## config.mk

```make
export PLATFORM = sky130hd
export DESIGN_NAME = mem_arbiter
export DESIGN_NICKNAME = d
export VERILOG_FILES = /design/src/rtl/mem_arb_pkg.sv /design/src/rtl/mem_arb_picker.sv /design/src/rtl/mem_arbiter.sv
export SDC_FILE = /design/constraint.sdc
export NUM_CORES = 1
export LEC_CHECK = 0
export ABC_CLOCK_PERIOD_IN_PS = 1800
export CORE_AREA = 8 8 104 106
export DETAILED_ROUTE_END_ITERATION = 12
export DIE_AREA = 0 0 112 114
export PLACE_DENSITY = 0.68
export SYNTH_ARGS = -nofsm -noshare
export SYNTH_HDL_FRONTEND = slang
export SYNTH_SLANG_ARGS = --single-unit
```

## constraint.sdc

```tcl
create_clock -name clk -period 1.8 [get_ports clk]
set_clock_uncertainty 0.05 [all_clocks]
set_input_delay 0.45 -clock clk [delete_from_list [all_inputs] [get_ports clk]]
set_output_delay 0.45 -clock clk [all_outputs]
set_load 0.01 [all_outputs]
```

## src/rtl/mem_arb_pkg.sv

```systemverilog
// Shared types and helpers for the PicoRV32 memory-port arbiter.
// Build option MEM_ARB_FIXED_PRIO_EN (see mem_arb_picker) selects fixed priority.
package mem_arb_pkg;

  typedef enum logic {
    IDLE = 1'b0,
    BUSY = 1'b1
  } arb_state_t;

  localparam int MEM_ARB_MAX_MASTERS = 8;

  // Next index modulo n; indices are at most 3 bits since n <= 8.
  function automatic logic [2:0] wrap_inc(input logic [2:0] idx, input logic [3:0] n);
    logic [3:0] nxt;
    nxt = {1'b0, idx} + 4'd1;
    return (nxt >= n) ? 3'd0 : nxt[2:0];
  endfunction

endpackage

```

## src/rtl/mem_arb_picker.sv

```systemverilog
// Combinational grant picker: round-robin from last_grant+1 by default,
// lowest asserted index when MEM_ARB_FIXED_PRIO_EN is defined.
module mem_arb_picker
  import mem_arb_pkg::*;
#(
  parameter int N     = 2,
  parameter int IDX_W = $clog2(N)
) (
  input  logic [N-1:0]     req,
  input  logic [IDX_W-1:0] last_grant,
  output logic [IDX_W-1:0] winner,
  output logic             any
);

`ifdef MEM_ARB_FIXED_PRIO_EN
  logic unused_last_grant;
  assign unused_last_grant = ^last_grant;

  always_comb begin
    winner = '0;
    any    = |req;
    for (int i = N - 1; i >= 0; i--) begin
      if (req[i]) winner = IDX_W'(i);
    end
  end
`else
  logic [2:0] cand;
  logic       found;

  // Walk the ring starting just after the previous owner; first requester wins.
  always_comb begin
    winner = '0;
    any    = |req;
    found  = 1'b0;
    cand   = 3'(last_grant);
    for (int k = 0; k < N; k++) begin
      cand = wrap_inc(cand, 4'(N));
      if (!found && req[cand[IDX_W-1:0]]) begin
        winner = cand[IDX_W-1:0];
        found  = 1'b1;
      end
    end
  end
`endif

endmodule

```

## src/rtl/mem_arbiter.sv

```systemverilog
// N-master arbiter for the PicoRV32 native memory interface onto one slave.
// Grant order is round-robin unless built with MEM_ARB_FIXED_PRIO_EN.
module mem_arbiter
  import mem_arb_pkg::*;
#(
  parameter int NUM_MASTERS = 2,
  parameter int ADDR_W      = 32,
  parameter int DATA_W      = 32
) (
  input  logic                                      clk,
  input  logic                                      reset_n,
  input  logic [NUM_MASTERS-1:0]                    m_valid,
  input  logic [NUM_MASTERS-1:0]                    m_instr,
  input  logic [NUM_MASTERS-1:0][ADDR_W-1:0]        m_addr,
  input  logic [NUM_MASTERS-1:0][DATA_W-1:0]        m_wdata,
  input  logic [NUM_MASTERS-1:0][DATA_W/8-1:0]      m_wstrb,
  output logic [NUM_MASTERS-1:0]                    m_ready,
  output logic [DATA_W-1:0]                         m_rdata,
  output logic                                      s_valid,
  output logic                                      s_instr,
  output logic [ADDR_W-1:0]                         s_addr,
  output logic [DATA_W-1:0]                         s_wdata,
  output logic [DATA_W/8-1:0]                       s_wstrb,
  input  logic                                      s_ready,
  input  logic [DATA_W-1:0]                         s_rdata,
  output logic [$clog2(NUM_MASTERS)-1:0]            grant_idx,
  output logic                                      busy
);

  localparam int IDX_W = $clog2(NUM_MASTERS);

  // Handshake: a master owns the slave from the cycle its m_valid is seen in
  // IDLE until s_ready; m_ready[grant_idx] mirrors s_ready in that window and
  // a master dropping m_valid before s_ready abandons the transaction.

  arb_state_t       state, state_d;
  logic [IDX_W-1:0] grant_d;
  logic [IDX_W-1:0] last_grant, last_d;
  logic [IDX_W-1:0] winner;
  logic             any;

  mem_arb_picker #(
    .N     (NUM_MASTERS),
    .IDX_W (IDX_W)
  ) u_picker (
    .req        (m_valid),
    .last_grant (last_grant),
    .winner     (winner),
    .any        (any)
  );

  always_ff @(posedge clk or negedge reset_n) begin
    if (!reset_n) begin
      state      <= IDLE;
      grant_idx  <= '0;
      last_grant <= IDX_W'(NUM_MASTERS - 1);
    end else begin
      state      <= state_d;
      grant_idx  <= grant_d;
      last_grant <= last_d;
    end
  end

  always_comb begin
    state_d = state;
    grant_d = grant_idx;
    last_d  = last_grant;
    case (state)
      IDLE: begin
        if (any) begin
          state_d = BUSY;
          grant_d = winner;
        end
      end
      BUSY: begin
        // Completion and abort both release ownership and advance the ring.
        if (s_ready || !m_valid[grant_idx]) begin
          state_d = IDLE;
          last_d  = grant_idx;
        end
      end
      default: state_d = IDLE;
    endcase
  end

  assign busy    = (state == BUSY);
  assign s_valid = busy && m_valid[grant_idx];
  assign s_instr = m_instr[grant_idx];
  assign s_addr  = m_addr[grant_idx];
  assign s_wdata = m_wdata[grant_idx];
  assign s_wstrb = m_wstrb[grant_idx];
  assign m_rdata = s_rdata;

  always_comb begin
    m_ready = '0;
    if (busy && s_ready) m_ready[grant_idx] = 1'b1;
  end

endmodule
```

==> reports/summary.txt <==
Worst-Skew Late Latency = 0.22 ns
Layout cells sized above 1 = 0.529
Main combinational cell family by area after synthesis = multiplexers
Syn avg cell area = 11.0 um^2
Clock-pin slew on the worst setup and hold paths = 0.03 ns
Placed Instances = 423
DRT iter0 DRCs = 89
Die area = 12800 um^2
Register area share after synthesis = 0.0542
Kind of cell adding the most delay to the critical path = flip-flops
Router iterations before antenna repair = 4
Yosys top cell area share = 0.426
Critical path class = flop to output pin
Largest net degree at the start of global routing = 12
Initial Utilization = 0.155
Initial antenna violation count = 0
DRC Markers = 0
# port buffers = 216
I/O pins = 281
Min Tclk post-route = 2.01 ns
Beginning of the worst register-to-register path = grant_idx$_DFFE_PN0P_
Synth cell count leaders = 40 x mux2_4, 32 x buf_4, 24 x mux2_2
Setup ws final = -0.212 ns
Cell area power density = 1130 nW/um^2
Root Buffer = clkbuf_8
Max-Cap Viols = 0
Failing checks = negative setup slack
Mux contribution to synthesized area = 0.665
Crit share post-route = 1.12
GP Congestion = 0.815
Synthesis-stage register bit count = 3
LEAKAGE = 0.00172 uW
Filler cells = 880
Simple-gate area share of the yosys netlist = 0.0373
Crit-path cells = buf_12, clkbuf_16, mux2_4, buf_6
Status = finished, violations left
Slew HR = 0.911
Critical Path Start Type = flop
Post-synthesis xor/xnor area fraction = 0
Sink Count = 3
CP max stage delay = 0.53 ns
Area Overhead vs Synth = 174%
CP endpoint kind = output pin
Maximum VDD drop = 0.000449 V
Most common cell in the netlist = mux2_4
Slowest cell on crit path = dfrtp_4
RSZ-0062 raised after global routing = true
Layout Cells excl Fill = 444
H-tree lvl count = 1
Antenna Nets Post-Route = 0
CTS tree = yes
Syn Nets = 303
# rows = 35
Post-synth EDFFs = 0
Die extent in x = 112 um
Layout Nets = 509
Final Hold Viols = 0
Max Slew Vio Count = 0
Hold Buf Count CTS = 0
Total global routing overflow = 0
Warnings, synthesis = 0
First-pass GRT wire length = 13800 um
Final setup violation count = 71
Vias in the first global route = 2049
Cell taking the most area after synthesis = mux2_4
CP bufs+invs = 3
Arrival time at the worst endpoint = 1.51 ns
Final HPWL DP = 7730 um
Gate Count Post-Synth = 128
Synth Area in Compound Gates = 0.0151
DR vias = 1855
All-Layer GR Usage = 0.141
Critical Path Fanout Max = 6
Core box area = 9110 um^2
DP Worst Slack = -0.363 ns
Antenna diodes = 0
Async SR Flop Fraction = 1.00
Slew at the pin closest to its max-slew limit = 0.131 ns
Setup TNS = -10.83 ns
DR vias/cell = 4.18
Required @ worst endpoint = 1.30 ns
Synth top area cells = mux2_4 43%, mux2_2 19%, buf_4 17%, buf_6 4.8%, mux2_1 4.0%
Min-Delay Path Class = input port to asynchronous set/reset pin
Synth cell types = 19
Synth Flop Type = dfrtp_1
Post-Route WL = 9590 um
Synthesized area = 1410 um^2
CTS max path bufs = 2
Post-synthesis adder-cell area fraction = 0
CP startpoint = grant_idx$_DFFE_PN0P_
Die height = 114 um
Total CTS buffers = 3
Routed WL per cell = 21.6 um
FMAX = 0.497 GHz
[kinds of logic (layout without fill, tap and decap cells)]
kind of cell / Yosys count / count (layout)
and+or+nand+nor: 11 / 11
DFF: 3 / 3
buffers and inverters: 41 / 246
AOI/OAI and AO/OA: 3 / 3
muxes: 70 / 70
[cell usage in the layout (no fill, tap or decap), types with 2 or more instances in the layout]
cell type	synthesis	layout
mux2_2	24	23
clkbuf_8	0	3
clkdlybuf4s50_1	0	143
nand2_1	3	3
buf_2	2	20
nand3_1	2	2
mux2_4	40	46
clkbuf_16	0	2
buf_6	6	56
buf_16	0	5
buf_12	0	5
nor2_1	3	2
buf_4	32	8
[through the flow]
| step | utilization | area [um^2] | hold WS (ns) | power, uW |
|---|---|---|---|---|
| 3_5_place_dp | 0.384 | 3490 | 0.486 | 3310 |
| 4_1_cts | 0.405 | 3690 | 0.357 | 4070 |
| 6_report | 0.424 | 3860 | 0.359 | 4380 |
| 2_1_floorplan | - | 1410 | 0.104 | 1830 |
| 5_1_grt | 0.424 | 3860 | 0.364 | 4600 |
| 3_3_place_gp | 0.384 | 3490 | 0.452 | 3310 |
[worst register-to-register path: cells and delay by family, from the launching register on]
kind	cells	cell delay, ns
DFF	1	0.53
buffers and inverters	3	0.43
muxes	1	0.18
AOI/OAI and AO/OA	1	0.16
[report_power, final]
part | switching [uW] | internal [uW] | leakage (uW)
registers | 61.5 | 115 | 0.0000320
logic | 1410 | 2590 | 0.00167
clock network | 49.8 | 151 | 0.0000228
[routing by layer]
metal  global-route usage  routed length (um)  vias to the layer above
li1                     -                   -                      838
met1                0.152                3550                      866
met2                0.249                4820                      147
met3               0.0734                1190                        4
met4               0.0135                  34                        0
met5                    0                   0                        -
[flip-flops by register name, summed over array words and instances, names as in the netlist]
register	cells
busy	1
grant_idx	1
last_grant	1
[timing repair]
item,4_1_cts,5_1_grt
buffers inserted,8,4
pin swaps,0,0
endpoints found under the setup margin,73,71
cloned,5,2
resized for setup,350,38
[final timing paths]
| check | to | slack, ns | cells past startpoint |
|---|---|---|---|
| max in group asynchronous | last_grant$_DFFE_PN1P_ | 1.13 | 1 |
| hold / removal | grant_idx$_DFFE_PN0P_ | 0.36 | 1 |
| hold reg to reg | last_grant$_DFFE_PN1P_ | 0.48 | 2 |
| min in group clk | last_grant$_DFFE_PN1P_ | 0.48 | 2 |
| setup reg to reg | busy$_DFF_PN0_ | 0.36 | 5 |
| setup / recovery | s_addr[7] | -0.21 | 4 |
[final cells by class]
class,instances,area [um^2],share of cell area
clock buffers,4,45.0,0.0117
inverters,1,3.75,0.000973
multi-input cells,84,1050,0.273
flip-flops and latches,3,81.3,0.0211
well taps,111,139,0.0360
repair buffers,241,2540,0.657
No activity file was read; power rests on OpenSTA's default activity.
